--- config.mk ---
export PLATFORM = sky130hd
export DESIGN_NAME = pipelined_cla_addsub
export DESIGN_NICKNAME = d
export VERILOG_FILES = /design/src/rtl/pipelined_cla_addsub.sv
export SDC_FILE = /design/constraint.sdc
export NUM_CORES = 1
export LEC_CHECK = 0
export CAP_MARGIN = 10
export CORE_MARGIN = 2
export CORE_UTILIZATION = 35
export CTS_CLUSTER_SIZE = 25
export DETAILED_ROUTE_END_ITERATION = 10
export PLACE_DENSITY_LB_ADDON = 0.25
export RECOVER_POWER = 25
export SYNTH_ARGS = -nofsm -noshare
export SYNTH_HDL_FRONTEND = slang
export SYNTH_SLANG_ARGS = --single-unit
--- constraint.sdc ---
create_clock -name clk -period 1.82 [get_ports clk]
set_input_delay 0.364 -clock clk [delete_from_list [all_inputs] [get_ports clk]]
set_output_delay 0.364 -clock clk [all_outputs]
set_load 0.01 [all_outputs]
--- src/rtl/pipelined_cla_addsub.sv ---
// Pipelined carry-look-ahead adder/subtractor: one GW-bit lookahead group per stage,
// valid/ready on both sides, one result per cycle, latency WIDTH/GW.

module cla_group #(
    parameter int GW = 4
) (
    input  logic [GW-1:0] a_i,
    input  logic [GW-1:0] b_i,
    input  logic          c_i,
    output logic [GW-1:0] s_o,
    output logic          co_o
);
    logic [GW-1:0] g, p;
    logic [GW:0]   c;
    logic          t, pp;

    // Each carry is the flat sum-of-products of g/p and c_i; no ripple through c[].
    always_comb begin
        g  = a_i & b_i;
        p  = a_i ^ b_i;
        c  = '0;
        t  = 1'b0;
        pp = 1'b0;
        c[0] = c_i;
        for (int i = 0; i < GW; i++) begin
            t  = g[i];
            pp = p[i];
            for (int j = i - 1; j >= 0; j--) begin
                t  = t | (pp & g[j]);
                pp = pp & p[j];
            end
            c[i+1] = t | (pp & c_i);
        end
    end

    assign s_o  = p ^ c[GW-1:0];
    assign co_o = c[GW];
endmodule

module pipelined_cla_addsub #(
    parameter int WIDTH = 16,
    parameter int GW    = 4
) (
    input  logic             clk,
    input  logic             rst_n,
    input  logic             in_valid,
    output logic             in_ready,
    input  logic [WIDTH-1:0] a,
    input  logic [WIDTH-1:0] b,
    input  logic             cin,
    input  logic             sub,
    output logic             out_valid,
    input  logic             out_ready,
    output logic [WIDTH-1:0] sum,
    output logic             cout,
    output logic             ovf,
    output logic             zero
);
    localparam int S = WIDTH / GW;

    if (GW < 1 || GW > 8 || (WIDTH % GW) != 0) begin : g_bad_params
        $error("pipelined_cla_addsub: WIDTH must be a multiple of GW, GW in 1..8");
    end

    logic [WIDTH-1:0] b_eff;
    logic             c0;
    logic [S-1:0]     v_q, vin, en, ld;

    assign b_eff = sub ? ~b : b;
    assign c0    = sub | cin;

    // A stage may load if any stage at or after it is empty, or the output drains.
    always_comb begin
        vin = '0;
        en  = '0;
        vin[0] = in_valid;
        for (int k = 1; k < S; k++) vin[k] = v_q[k-1];
        en[S-1] = out_ready | ~v_q[S-1];
        for (int k = S - 2; k >= 0; k--) en[k] = en[k+1] | ~v_q[k];
        ld = en & vin;
    end

    assign in_ready  = en[0];
    assign out_valid = v_q[S-1];

    always_ff @(posedge clk or negedge rst_n) begin
        if (!rst_n) begin
            v_q <= '0;
        end else begin
            for (int k = 0; k < S; k++)
                if (en[k]) v_q[k] <= vin[k];
        end
    end

    for (genvar k = 0; k < S; k++) begin : g_st
        localparam int IW = WIDTH - k * GW;
        logic [IW-1:0]         ra, rb;
        logic                  ci, co;
        logic [GW-1:0]         gs;
        logic [(k+1)*GW-1:0]   s_d;

        if (k == 0) begin : g_in
            assign ra  = a;
            assign rb  = b_eff;
            assign ci  = c0;
            assign s_d = gs;
        end else begin : g_in
            assign ra  = g_st[k-1].g_reg.a_q;
            assign rb  = g_st[k-1].g_reg.b_q;
            assign ci  = g_st[k-1].g_reg.c_q;
            assign s_d = {gs, g_st[k-1].g_reg.s_q};
        end

        cla_group #(.GW(GW)) u_grp (
            .a_i (ra[GW-1:0]),
            .b_i (rb[GW-1:0]),
            .c_i (ci),
            .s_o (gs),
            .co_o(co)
        );

        // Only the not-yet-consumed operand bits travel forward.
        if (k < S - 1) begin : g_reg
            logic [IW-GW-1:0]    a_q, b_q;
            logic [(k+1)*GW-1:0] s_q;
            logic                c_q;

            always_ff @(posedge clk or negedge rst_n) begin
                if (!rst_n) begin
                    a_q <= '0;
                    b_q <= '0;
                    s_q <= '0;
                    c_q <= 1'b0;
                end else if (ld[k]) begin
                    a_q <= ra[IW-1:GW];
                    b_q <= rb[IW-1:GW];
                    s_q <= s_d;
                    c_q <= co;
                end
            end
        end
    end

    logic [WIDTH-1:0] sum_q;
    logic             cout_q, ovf_q, zero_q;
    logic             cm_last;

    // Carry into the MSB recovered from its sum bit: c = a ^ b ^ s.
    assign cm_last = g_st[S-1].ra[GW-1] ^ g_st[S-1].rb[GW-1] ^ g_st[S-1].gs[GW-1];

    always_ff @(posedge clk or negedge rst_n) begin
        if (!rst_n) begin
            sum_q  <= '0;
            cout_q <= 1'b0;
            ovf_q  <= 1'b0;
            zero_q <= 1'b0;
        end else if (ld[S-1]) begin
            sum_q  <= g_st[S-1].s_d;
            cout_q <= g_st[S-1].co;
            ovf_q  <= g_st[S-1].co ^ cm_last;
            zero_q <= ~|g_st[S-1].s_d;
        end
    end

    assign sum  = sum_q;
    assign cout = cout_q;
    assign ovf  = ovf_q;
    assign zero = zero_q;
endmodule

---- Yosys cells after proc, flatten, opt, wreduce, memory -nomap -nowiden ----
Index checks and enable logic that the tools add are counted.
W data, S select, Z words.
cells by class
  mux-type cells .......................... 1
  bitwise operators ....................... 130
  reductions and logical operators ........ 2
operators by type and width
  kind               number
  $and A1 B1 Y1      64
  $or A1 B1 Y1       45
  $xor A4 B4 Y4      8
  $and A4 B4 Y4      5
  $mux W16           1
  $not A16 Y16       1
  $reduce_or A16 Y1  1
  $not A1 Y1         4
  $xor A1 B1 Y1      3
  $logic_not A1 Y1   1
storage, ports and cells
  bits in registers ....................... 98
  output and inout port bits .............. 21
  word-level logic and storage cells ...... 153

---- Logic depth before layout (Yosys ltp) ----
Gate-level depths: netlist of the first run.
  depth in word-level cells ............... 8
  gate-level depth with buffers ........... 8
  gate-level depth less buffers ........... 6

---- By module ----
A second synthesis of the first run with hierarchy kept.
unflattened totals
  cells, all modules ...................... 308
  area total of the unflattened synthesis .. 4498.1 sq um
by module, submodules not included
  module                         times used  cells an instance  area each (sq um)
  pipelined_cla_addsub           1           244                3922.5
  cla_group (g_st[0].u_grp ...)  3           17                 147.6
  cla_group (g_st[3].u_grp)      1           13                 132.6

---- Worst setup path after synthesis of the first run ----
OpenSTA, ideal clock, no wires.
  kind .................................... input to register
  start ................................... in sub
  end ..................................... reg g_st[0].g_reg.c_q
  library setup time ...................... 124 ps
  data arrival time ....................... 1991 ps
  slack ................................... -295 ps
  stages on the path ...................... 8
  buffers on the path ..................... 2
  cells stage by stage .................... buf_2 buf_2 xor2_1 ha_1 a21oi_1 a21boi_0 o21a_1 o31a_1
between the ends
  word-level cells in the longest chain between the ends .. 7
  elaborated cells between the ends (all ways) .. 15
  those cells by class .................... mux: 1; bitwise: 14
RTL lines
  element                                                  line    source
  from (decl)                                              51      input logic sub,
  $mux W16                                                 69      assign b_eff = sub ? ~b : b;
  $xor A4 B4 Y4 / $and A4 B4 Y4 (equally long branches)    20, 19
  $and A1 B1 Y1 (on tied branches)                         29, 30
  $or A1 B1 Y1, or another cell as far along (2 in a row)  29      t = t | (pp & g[j]);
  $or A1 B1 Y1 / $and A1 B1 Y1 (equally long branches)     29, 32
  $or A1 B1 Y1 *                                           32      c[i+1] = t | (pp & c_i);
  to (signal assigned)                                     138     c_q <= co;
  to (decl)                                                126     logic c_q;
Mark *: on every way between the ends. The rest lies on a longest branch, timed or not.
A chain may end at the register's enable or synchronous reset.

---- Final worst setup path of the first run ----
  start ................................... in b[1]
  end ..................................... reg g_st[0].g_reg.c_q
between the ends
  word-level cells in the longest chain between the ends .. 7
  elaborated cells between the ends (all ways) .. 12
  those cells by class .................... mux: 1; bitwise: 11
RTL lines
  element                                                line    source
  from (decl)                                            49      input logic [WIDTH-1:0] b,
  $not A16 Y16                                           69
  $mux W16 *                                             69
  $and A4 B4 Y4 / $xor A4 B4 Y4 (equally long branches)  19, 20
  $and A1 B1 Y1 (on tied branches)                       29, 30
  $or A1 B1 Y1, or another cell as far along             29
  $or A1 B1 Y1 / $and A1 B1 Y1 (equally long branches)   29, 32
  $or A1 B1 Y1 *                                         32
Marks and branches as above.

==> results of run 1 <==
[synthesized netlist by cell type, types with 2 or more instances]
cell	instances
sky130_fd_sc_hd__buf_2	6
sky130_fd_sc_hd__inv_1	4
sky130_fd_sc_hd__buf_4	3
sky130_fd_sc_hd__a211oi_1	2
sky130_fd_sc_hd__a21oi_1	6
sky130_fd_sc_hd__fa_1	4
sky130_fd_sc_hd__nand2b_1	5
sky130_fd_sc_hd__xor2_1	7
sky130_fd_sc_hd__nor2_1	9
sky130_fd_sc_hd__nor3_1	3
sky130_fd_sc_hd__a21o_1	3
sky130_fd_sc_hd__mux2_2	63
sky130_fd_sc_hd__ha_1	16
sky130_fd_sc_hd__nand3_1	3
sky130_fd_sc_hd__mux2i_1	2
sky130_fd_sc_hd__nand2_1	35
sky130_fd_sc_hd__dfrtp_1	98
sky130_fd_sc_hd__nor4_1	2
sky130_fd_sc_hd__o21ai_0	27
sky130_fd_sc_hd__xnor2_1	18
sky130_fd_sc_hd__o31ai_1	2
[power by group through the flow]
stage | combinational (mW) | sequential [mW] | clock [mW]
finish | 2.62 | 3.43 | 1.99
global route | 2.96 | 3.53 | 2.17
CTS | 2.61 | 3.44 | 2.05
detailed placement | 2.60 | 3.48 | 0
global placement | 2.52 | 3.46 | 0
floorplan | 1.60 | 3.39 | 0
[cells by family (layout without fill, tap and decap cells)]
| group | Yosys count | after routing |
|---|---|---|
| adders and majority gates | 20 | 20 |
| and+or+nand+nor | 61 | 61 |
| DFF | 98 | 98 |
| AOI/OAI and AO/OA | 50 | 50 |
| buffers and inverters | 16 | 105 |
| xor gates and xnor gates | 25 | 25 |
| muxes | 65 | 65 |
[layer usage]
layer	track usage, %	up-vias
li1	-	1344
met1	17.6	1286
met2	19.3	53
met3	2.67	9
met4	5.71	0
met5	0	-
[final timing paths]
| path | slack (ps) | startpoint | endpoint |
|---|---|---|---|
| max | 50 | b[1] | g_st[0].g_reg.c_q$_DFFE_PN0P_ |
| min | 210 | rst_n | g_st[0].g_reg.b_q[2]$_DFFE_PN0P_ |
| max reg2reg | 170 | g_st[0].g_reg.a_q[0]$_DFFE_PN0P_ | g_st[1].g_reg.s_q[7]$_DFFE_PN0P_ |
| max in group asynchronous | 500 | rst_n | cout$_DFFE_PN0P_ |
| min reg2reg | 480 | g_st[0].g_reg.s_q[0]$_DFFE_PN0P_ | g_st[0].g_reg.s_q[0]$_DFFE_PN0P_ |
| min in group clk | 430 | out_ready | v_q[2]$_DFFE_PN0P_ |
[flip-flops by register name (all words and copies together), names as in the netlist]
register / cells
sum: 16
g_st.g_reg.a_q: 24
ovf: 1
v_q: 4
g_st.g_reg.b_q: 24
g_st.g_reg.c_q: 3
zero: 1
cout: 1
g_st.g_reg.s_q: 24
[worst reg2reg max path, delay by kind of cell (launching register included)]
family	cells	cell delay, ps
compound gates	3	790
flops	1	410
fa+ha+maj	1	310
simple gates	1	80
[what timing repair did]
item,CTS,global route
pin swaps,0,4
hold endpoints to repair,0,0
hold buffers,0,0
setup buffers,0,2
endpoints found under the setup margin,3,6
resized for setup,3,7
gates cloned,0,0
[stage by stage]
stage                     worst slack [ps]  power, mW  util [%]
final                                 47.9       8.04      46.8
after global routing                 -7.80       8.66      46.8
after CTS                             -102       8.11      46.7
after detailed placement              -467       6.08      44.1
after global placement                -392       5.98      44.1
after floorplan                      -45.3       4.99         -
[area by class of cell]
cell class | instances | area [um2] | area share [%]
inverters | 4 | 15.0 | 0.265
multi-input cells | 221 | 1850 | 32.7
repair buffers | 85 | 817 | 14.4
clock buffers | 10 | 239 | 4.22
clock inverters | 6 | 80.1 | 1.41
well taps | 168 | 210 | 3.71
flip-flops and latches | 98 | 2450 | 43.3
==> reports/qor.json, run 1 <==
{
  "synth.area.top_cells": {"value": "sky130_fd_sc_hd__dfrtp_1 56%, sky130_fd_sc_hd__mux2_2 16%, sky130_fd_sc_hd__ha_1 4.6%, sky130_fd_sc_hd__xnor2_1 3.6%, sky130_fd_sc_hd__o21ai_0 3.1%"},
  "drive_gt1_share": {"value": 27.4, "unit": "%"},
  "critPathArrivalTime": {"value": 1990, "unit": "ps"},
  "grt-ovfl-total": {"value": 0},
  "combinationalPowerShare": {"value": 32.6, "unit": "%"},
  "dr.pass1.iters": {"value": 4},
  "layout_min_cycle_time": {"value": 1770, "unit": "ps"},
  "crit_path_buffers_inverters": {"value": 1},
  "cp_num_cells": {"value": 7},
  "clock_tree.root_cell": {"value": "sky130_fd_sc_hd__clkbuf_16"},
  "layout.nets": {"value": 477},
  "cts_buffers": {"value": 9},
  "slew_viol_final": {"value": 0},
  "n_antenna_cell": {"value": 0},
  "async_set_or_reset_flop_fraction_in_the_synthesized_netlist": {"value": 100, "unit": "%"},
  "layout.cells.most_common": {"value": "sky130_fd_sc_hd__dfrtp_1"},
  "outcome": {"value": "finished clean"},
  "post_synth_and_or_nand_nor_area_fraction": {"value": 6.48, "unit": "%"},
  "max_stage_delay": {"value": 410, "unit": "ps"},
  "crit_type": {"value": "in2reg"},
  "timing.final.crit_share": {"value": 97.4, "unit": "%"},
  "die-area": {"value": 13400, "unit": "um2"},
  "worst_path_max_fanout": {"value": 3},
  "die_w": {"value": 116, "unit": "um"},
  "hp-class": {"value": "in2async"},
  "area_delta_synth_final": {"value": 29.9, "unit": "%"},
  "hold-worst-slack": {"value": 208, "unit": "ps"},
  "clock-skew-final": {"value": 6.18, "unit": "ps"},
  "met1_length": {"value": 3730, "unit": "um"},
  "floorplan.die.height": {"value": 116, "unit": "um"},
  "clock_transition_at_the_registers_of_the_reported_paths": {"value": 60, "unit": "ps"},
  "final_cells": {"value": 592},
  "core.rowCount": {"value": 40},
  "critPathLaunchType": {"value": "input pin"},
  "cell_taking_the_most_area_after_synthesis": {"value": "sky130_fd_sc_hd__dfrtp_1"},
  "postSynth.topFlopCell": {"value": "sky130_fd_sc_hd__dfrtp_1"},
  "internal": {"value": 5.70, "unit": "mW"},
  "max-slew-margin-rel": {"value": 29.9, "unit": "%"},
  "synth_xor_xnor_area_share": {"value": 5.02, "unit": "%"},
  "mappedNetlistNets": {"value": 393},
  "route.detailed.vias_per_inst": {"value": 4.55},
  "total_switching_power": {"value": 2.35, "unit": "mW"},
  "power_per_cell_area": {"value": 1420, "unit": "nW/um2"},
  "layout_common_cells": {"value": "98 x sky130_fd_sc_hd__dfrtp_1, 63 x sky130_fd_sc_hd__mux2_2, 54 x sky130_fd_sc_hd__clkdlybuf4s50_1, 35 x sky130_fd_sc_hd__nand2_1, 27 x sky130_fd_sc_hd__o21ai_0"},
  "postPlaceCellArea": {"value": 5340, "unit": "um2"},
  "track_usage": {"value": 12.7, "unit": "%"},
  "syn_area": {"value": 4360, "unit": "um2"},
  "floorplan.core_area": {"value": 12100, "unit": "um2"},
  "peakVddDrop": {"value": 0.000590, "unit": "V"},
  "remaining_drc_errors": {"value": 0},
  "max_cap_violations": {"value": 0},
  "route.detailed.wl_per_inst": {"value": 12.9, "unit": "um"},
  "fillers": {"value": 1134},
  "r2r_cells": {"value": 5},
  "post_synth_inst_count": {"value": 335},
  "dp_hpwl": {"value": 5850, "unit": "um"},
  "crit_path_cells": {"value": "clkdlybuf4s50_1 > xor2_1 > ha_1 > a21oi_2 > a21boi_2 > o21a_1 > o31a_1"},
  "cts.sink_count": {"value": 98},
  "tritoncts": {"value": "yes"},
  "power.static_leakage": {"value": 2.47, "unit": "nW"},
  "drtIter0Drc": {"value": 66},
  "timing.critical_path.max_delay_family": {"value": "compound AO/OA/AOI/OAI gates"},
  "mux_contribution_to_synthesized_area": {"value": 16.7, "unit": "%"},
  "timing.fmax": {"value": 0.564, "unit": "GHz"},
  "top_sig_layer": {"value": "met4"},
  "wl_met3": {"value": 294, "unit": "um"},
  "synth_sequential_area_ratio": {"value": 56.2, "unit": "%"},
  "grt_antenna_before_repair": {"value": 0},
  "synth_compound_area_share": {"value": 7.17, "unit": "%"},
  "initial_utilization": {"value": 36.0, "unit": "%"},
  "synth_edf_count": {"value": 0},
  "cp_slowest_cell": {"value": "sky130_fd_sc_hd__clkdlybuf4s50_1"},
  "synth_top_family_by_area": {"value": "multiplexers"},
  "buffers_added_on_ports": {"value": 58},
  "yosysTopAreaCellShare": {"value": 56.2, "unit": "%"},
  "critPathCaptureType": {"value": "flip-flop"},
  "met2WireLength": {"value": 3430, "unit": "um"},
  "power.sequential.fraction": {"value": 42.6, "unit": "%"},
  "setup_violations": {"value": 0},
  "grt_first_pass_wirelength": {"value": 13300, "unit": "um"},
  "count_of_boundary_i_o_pins": {"value": 59},
  "h-tree-depth": {"value": 3},
  "finalWirelength": {"value": 7610, "unit": "um"},
  "grt_max_degree": {"value": 45},
  "final_gp_congestion": {"value": 0.748},
  "ant_nets": {"value": 0},
  "post_synth.cell_area_avg": {"value": 13.0, "unit": "um2"},
  "worstMarginPinSlew": {"value": 1050, "unit": "ps"},
  "synthDistinctLibCells": {"value": 38},
  "tns": {"value": 0, "unit": "ps"},
  "share_of_total_power_consumed_by_net_switching": {"value": 29.2, "unit": "%"},
  "synthesis.yosys.warnings": {"value": 0},
  "grt_pass1_vias": {"value": 2780},
  "cts_buffer_depth": {"value": 2},
  "finish.instance_area": {"value": 5670, "unit": "um2"},
  "power.share.clock": {"value": 24.8, "unit": "%"},
  "vias": {"value": 2692},
  "numPlacedInstances": {"value": 574},
  "final-hold-violation-count": {"value": 0},
  "clk_latency": {"value": 340, "unit": "ps"},
  "ys_seq_elements": {"value": 98},
  "post_synth_fa_ha_maj_area_fraction": {"value": 6.42, "unit": "%"},
  "cp.required": {"value": 2040, "unit": "ps"}
}
Power figures use the tool's default switching activity.
==> run 2, diff against run 1 <==
==> constraint.sdc (replaced) <==
create_clock -name clk -period 1.82 [get_ports clk]
set_input_delay 0.455 -clock clk [delete_from_list [all_inputs] [get_ports clk]]
set_output_delay 0.455 -clock clk [all_outputs]
set_load 0.01 [all_outputs]
==> reports/qor.json, run 2 (synthesized netlist as in run 1, its figures left out) <==
{
  "post-place-ws": {"value": -545, "unit": "ps"},
  "grt_pass1_vias": {"value": 2783},
  "setup_ws": {"value": 122, "unit": "ps"},
  "final-hold-violation-count": {"value": 0},
  "clock_transition_at_the_registers_of_the_reported_paths": {"value": 60, "unit": "ps"},
  "grt-ovfl-total": {"value": 0},
  "critPathCaptureType": {"value": "output pin"},
  "timing.final.crit_share": {"value": 93.3, "unit": "%"},
  "drtIter0Drc": {"value": 134},
  "layout.cells.most_common": {"value": "sky130_fd_sc_hd__dfrtp_1"},
  "vias": {"value": 2693},
  "final_cells": {"value": 591},
  "floorplan.core_area": {"value": 12100, "unit": "um2"},
  "core.rowCount": {"value": 40},
  "crit_path_cells": {"value": "clkdlybuf4s50_1"},
  "clock_tree.root_cell": {"value": "sky130_fd_sc_hd__clkbuf_16"},
  "slew_viol_final": {"value": 0},
  "timing.critical_path.max_delay_family": {"value": "buffers and inverters"},
  "hold-worst-slack": {"value": 478, "unit": "ps"},
  "biggestRegsByFlops": {"value": "g_st.g_reg.a_q (24), g_st.g_reg.b_q (24), g_st.g_reg.s_q (24)"},
  "n_antenna_cell": {"value": 0},
  "crit_type": {"value": "reg2out"},
  "tns": {"value": 0, "unit": "ps"},
  "h-tree-depth": {"value": 3},
  "max-slew-margin-rel": {"value": 65.7, "unit": "%"},
  "final-seq-area": {"value": 2450, "unit": "um2"},
  "worst_path_max_fanout": {"value": 2},
  "ant_nets": {"value": 0},
  "die-area": {"value": 13400, "unit": "um2"},
  "track_usage": {"value": 12.8, "unit": "%"},
  "tritoncts": {"value": "yes"},
  "area_delta_synth_final": {"value": 29.2, "unit": "%"},
  "die_w": {"value": 116, "unit": "um"},
  "critPathArrivalTime": {"value": 1240, "unit": "ps"},
  "unrepaired_setup_endpoints_after_global_routing": {"value": "false"},
  "layout_common_cells": {"value": "98 x sky130_fd_sc_hd__dfrtp_1, 63 x sky130_fd_sc_hd__mux2_2, 51 x sky130_fd_sc_hd__clkdlybuf4s50_1, 35 x sky130_fd_sc_hd__nand2_1, 27 x sky130_fd_sc_hd__o21ai_0"},
  "dr.pass1.iters": {"value": 4},
  "clock-skew-final": {"value": 6.84, "unit": "ps"},
  "postPlaceCellArea": {"value": 5340, "unit": "um2"},
  "finish.instance_area": {"value": 5640, "unit": "um2"},
  "multi_input_comb_area": {"value": 1850, "unit": "um2"},
  "power_per_cell_area": {"value": 1400, "unit": "nW/um2"},
  "grt_max_degree": {"value": 58},
  "setup_violations": {"value": 0},
  "floorplan.die.height": {"value": 116, "unit": "um"},
  "power.static_leakage": {"value": 2.45, "unit": "nW"},
  "critPathLaunchType": {"value": "flip-flop"},
  "count_of_boundary_i_o_pins": {"value": 59},
  "grt_first_pass_wirelength": {"value": 13500, "unit": "um"},
  "worstMarginPinSlew": {"value": 514, "unit": "ps"},
  "drive_gt1_share": {"value": 26.7, "unit": "%"},
  "crit_path_buffers_inverters": {"value": 1},
  "numPlacedInstances": {"value": 572},
  "hp-class": {"value": "reg2reg"},
  "final_util": {"value": 46.5, "unit": "%"},
  "cp_slowest_cell": {"value": "sky130_fd_sc_hd__clkdlybuf4s50_1"},
  "max_stage_delay": {"value": 560, "unit": "ps"},
  "fin_total_pwr": {"value": 7.91, "unit": "mW"},
  "route.detailed.wl_per_inst": {"value": 13.1, "unit": "um"},
  "cts.sink_count": {"value": 98},
  "cts_buffer_depth": {"value": 2},
  "outcome": {"value": "finished clean"},
  "dp_hpwl": {"value": 5790, "unit": "um"},
  "finalWirelength": {"value": 7720, "unit": "um"},
  "route.detailed.vias_per_inst": {"value": 4.56},
  "grt_antenna_before_repair": {"value": 0},
  "fillers": {"value": 1146},
  "initial_utilization": {"value": 36.0, "unit": "%"},
  "max_cap_violations": {"value": 0},
  "timing.fmax": {"value": 0.589, "unit": "GHz"},
  "cp.required": {"value": 1360, "unit": "ps"},
  "layout.nets": {"value": 476},
  "final_gp_congestion": {"value": 0.741},
  "cts_buffers": {"value": 9},
  "clk_latency": {"value": 330, "unit": "ps"},
  "layout_min_cycle_time": {"value": 1700, "unit": "ps"},
  "buffers_added_on_ports": {"value": 58},
  "peakVddDrop": {"value": 0.000537, "unit": "V"},
  "remaining_drc_errors": {"value": 0}
}
==> run 2: worst register-to-register path, stage by stage, from the launching register on <==
cell and delay [ps]:
sky130_fd_sc_hd__dfrtp_1 420, sky130_fd_sc_hd__ha_1 310, sky130_fd_sc_hd__a21o_1 150, sky130_fd_sc_hd__a21o_1 230
sky130_fd_sc_hd__a2111o_1 420, sky130_fd_sc_hd__nand3_1 60
==> run 2: what timing repair did <==
action / in CTS / in global routing
hold buffers: 1 / 0
pin swaps: 5 / 2
gates resized for setup: 8 / 6
hold endpoints to repair: 6 / 0
setup endpoints to repair: 6 / 4
buffers inserted: 2 / 0
==> run 2: final cells by class <==
cell class                      instances  area share, %
Clock inverter                          3          0.377
Multi-Input combinational cell        221           32.8
Tap cell                              168           3.73
Sequential cell                        98           43.5
Timing Repair Buffer                   84           14.3
Inverter                                4          0.266
Clock buffer                           13           4.97
==> run 2: per-layer routing <==
| metal | vias to the layer above | routed length (um) | GRT usage, % |
|---|---|---|---|
| met2 | 47 | 3570 | 19.5 |
| met5 | - | 0 | 0 |
| li1 | 1335 | - | - |
| met1 | 1309 | 3820 | 18.2 |
| met3 | 2 | 279 | 2.77 |
| met4 | 0 | 49 | 4.76 |
==> run 2: path summary, 6_finish.rpt <==
kind / start / endpoint / slack, ps / cells after the start
max: cout$_DFFE_PN0P_ / cout / 120 / 1
max in group asynchronous: rst_n / g_st[1].g_reg.a_q[0]$_DFFE_PN0P_ / 390 / 3
max reg2reg: g_st[0].g_reg.a_q[0]$_DFFE_PN0P_ / g_st[1].g_reg.s_q[7]$_DFFE_PN0P_ / 170 / 5
min in group asynchronous: rst_n / g_st[0].g_reg.a_q[1]$_DFFE_PN0P_ / 570 / 2
min: ovf$_DFFE_PN0P_ / ovf$_DFFE_PN0P_ / 480 / 2
min reg2reg: ovf$_DFFE_PN0P_ / ovf$_DFFE_PN0P_ / 480 / 2
==> run 2: power breakdown <==
| group | switching [mW] | internal (mW) |
|---|---|---|
| sequential | 0.514 | 2.92 |
| combinational | 1.09 | 1.54 |
| clock | 0.770 | 1.08 |
| total | 2.37 | 5.54 |
==> run 3, diff against run 2 <==
--- a/config.mk
+++ b/config.mk
@@ -10,7 +10,7 @@
 export CORE_UTILIZATION = 35
 export CTS_CLUSTER_SIZE = 25
 export DETAILED_ROUTE_END_ITERATION = 10
-export PLACE_DENSITY_LB_ADDON = 0.25
+export PLACE_DENSITY = 0.51
 export RECOVER_POWER = 25
 export SYNTH_ARGS = -nofsm -noshare
 export SYNTH_HDL_FRONTEND = slang
==> reports/qor.json, run 3 (synthesized netlist as in run 1, its figures left out) <==
{
  "outcome": {"value": "finished clean"},
  "cts_hold_buf": {"value": 0},
  "area_delta_synth_final": {"value": 30.5, "unit": "%"},
  "ant_nets": {"value": 0},
  "finalWirelength": {"value": 7780, "unit": "um"},
  "final_gp_congestion": {"value": 0.742},
  "reg_to_reg_critical_path_startpoint": {"value": "g_st[0].g_reg.a_q[0]$_DFFE_PN0P_"},
  "track_usage": {"value": 13.0, "unit": "%"},
  "count_of_boundary_i_o_pins": {"value": 59},
  "cts_buffer_depth": {"value": 2},
  "crit_type": {"value": "in2out"},
  "layout_common_cells": {"value": "98 x sky130_fd_sc_hd__dfrtp_1, 63 x sky130_fd_sc_hd__mux2_2, 51 x sky130_fd_sc_hd__clkdlybuf4s50_1, 35 x sky130_fd_sc_hd__nand2_1, 29 x sky130_fd_sc_hd__buf_4"},
  "n_antenna_cell": {"value": 0},
  "crit_path_buffers_inverters": {"value": 2},
  "layout.cells.most_common": {"value": "sky130_fd_sc_hd__dfrtp_1"},
  "drive_gt1_share": {"value": 28.3, "unit": "%"},
  "clk_latency": {"value": 340, "unit": "ps"},
  "biggestRegsByFlops": {"value": "g_st.g_reg.a_q (24), g_st.g_reg.b_q (24), g_st.g_reg.s_q (24)"},
  "reg2reg_slack": {"value": 140, "unit": "ps"},
  "timing.final.crit_share": {"value": 97.5, "unit": "%"},
  "unrepaired_setup_endpoints_after_global_routing": {"value": "false"},
  "peakVddDrop": {"value": 0.000535, "unit": "V"},
  "layout_min_cycle_time": {"value": 1770, "unit": "ps"},
  "grt_max_degree": {"value": 47},
  "route.detailed.wl_per_inst": {"value": 13.0, "unit": "um"},
  "grt_first_pass_wirelength": {"value": 13400, "unit": "um"},
  "postPlaceCellArea": {"value": 5370, "unit": "um2"},
  "timing.fmax": {"value": 0.564, "unit": "GHz"},
  "timing.rr.end": {"value": "g_st[1].g_reg.s_q[7]$_DFFE_PN0P_"},
  "fin_total_pwr": {"value": 7.78, "unit": "mW"},
  "slew_viol_final": {"value": 0},
  "clock_transition_at_the_registers_of_the_reported_paths": {"value": 60, "unit": "ps"},
  "die-area": {"value": 13400, "unit": "um2"},
  "final_cells": {"value": 599},
  "die_w": {"value": 116, "unit": "um"},
  "layout.nets": {"value": 485},
  "final-hold-violation-count": {"value": 0},
  "cp.required": {"value": 1360, "unit": "ps"},
  "timing.critical_path.max_delay_family": {"value": "simple AND/OR/NAND/NOR gates"},
  "core.rowCount": {"value": 40},
  "floorplan.die.height": {"value": 116, "unit": "um"},
  "crit_path_cells": {"value": "dlygate4sd2_1 > nand3b_1 > nor2_2 > nand2_1 > buf_2"},
  "buffers_added_on_ports": {"value": 58},
  "finish.instance_area": {"value": 5700, "unit": "um2"},
  "cts.sink_count": {"value": 98},
  "max-slew-margin-rel": {"value": 11.1, "unit": "%"},
  "worst_path_max_fanout": {"value": 3},
  "setup_violations": {"value": 0},
  "grt_pass1_vias": {"value": 2773},
  "cp_slowest_cell": {"value": "sky130_fd_sc_hd__dlygate4sd2_1"},
  "h-tree-depth": {"value": 3},
  "remaining_drc_errors": {"value": 0},
  "hp-class": {"value": "in2async"},
  "initial_utilization": {"value": 36.0, "unit": "%"},
  "grt_antenna_before_repair": {"value": 0},
  "power.static_leakage": {"value": 2.50, "unit": "nW"},
  "floorplan.core_area": {"value": 12100, "unit": "um2"},
  "max_cap_violations": {"value": 0},
  "cp_num_cells": {"value": 5},
  "critPathArrivalTime": {"value": 1320, "unit": "ps"},
  "vias": {"value": 2666},
  "clock_tree.root_cell": {"value": "sky130_fd_sc_hd__clkbuf_16"},
  "max_stage_delay": {"value": 240, "unit": "ps"},
  "cts_buffers": {"value": 9},
  "power_per_cell_area": {"value": 1370, "unit": "nW/um2"},
  "dp_hpwl": {"value": 5890, "unit": "um"},
  "critPathLaunchType": {"value": "input pin"},
  "critPathCaptureType": {"value": "output pin"},
  "r2r_cells": {"value": 5},
  "route.detailed.vias_per_inst": {"value": 4.45},
  "tritoncts": {"value": "yes"},
  "drtIter0Drc": {"value": 118},
  "numPlacedInstances": {"value": 576},
  "grt-ovfl-total": {"value": 0},
  "worstMarginPinSlew": {"value": 1330, "unit": "ps"},
  "clock-skew-final": {"value": 6.85, "unit": "ps"},
  "dr.pass1.iters": {"value": 4}
}
==> run 3: how the worst max path moves through the flow <==
stage	start	endpoint	slack (ps)
final	out_ready	in_ready	50
after global routing	b[2]	g_st[0].g_reg.c_q$_DFFE_PN0P_	20
after CTS	v_q[3]$_DFFE_PN0P_	out_valid	2
after detailed placement	sub	g_st[0].g_reg.c_q$_DFFE_PN0P_	-520
after global placement	out_ready	in_ready	-520
after floorplan	sub	g_st[0].g_reg.c_q$_DFFE_PN0P_	-140
==> run 3: area by class of cell <==
cell class,instances,area [um2]
Multi-Input combinational cell,221,1850
Timing Repair Buffer,93,900
Tap cell,168,210
Clock buffer,13,260
Clock inverter,2,12.5
Sequential cell,98,2450
Fill cell,1154,6410
Inverter,4,15.0
==> run 3: repair_timing <==
item | CTS | global route
pin swaps | 2 | 7
buffers inserted | 7 | 1
setup endpoints to repair | 4 | 5
gates resized for setup | 7 | 7
==> run 3: layer usage <==
layer,vias up,GRT usage (%),part of all wire [%]
li1,1351,-,-
met1,1250,18.4,52
met2,52,19.3,43
met3,13,2.09,3.3
met4,0,6.43,2.3
met5,-,0,0
==> run 3: metrics by stage <==
| stage | setup slack (ps) | TNS [ps] | hold slack (ps) | util [%] |
|---|---|---|---|---|
| final | 45.9 | 0 | 403 | 47.0 |
| after global routing | 15.4 | 0 | 501 | 47.0 |
| after CTS | 2.32 | 0 | 19.4 | 46.9 |
| after detailed placement | -518 | -12470 | 382 | 44.3 |
| after global placement | -520 | -12930 | 385 | 44.3 |
| after floorplan | -136 | -231 | 159 | - |
==> run 3: power breakdown <==
| part | total (mW) | internal (mW) | switching [mW] |
|---|---|---|---|
| registers | 3.42 | 2.93 | 0.498 |
| clock network | 1.75 | 0.992 | 0.754 |
| logic | 2.61 | 1.54 | 1.08 |
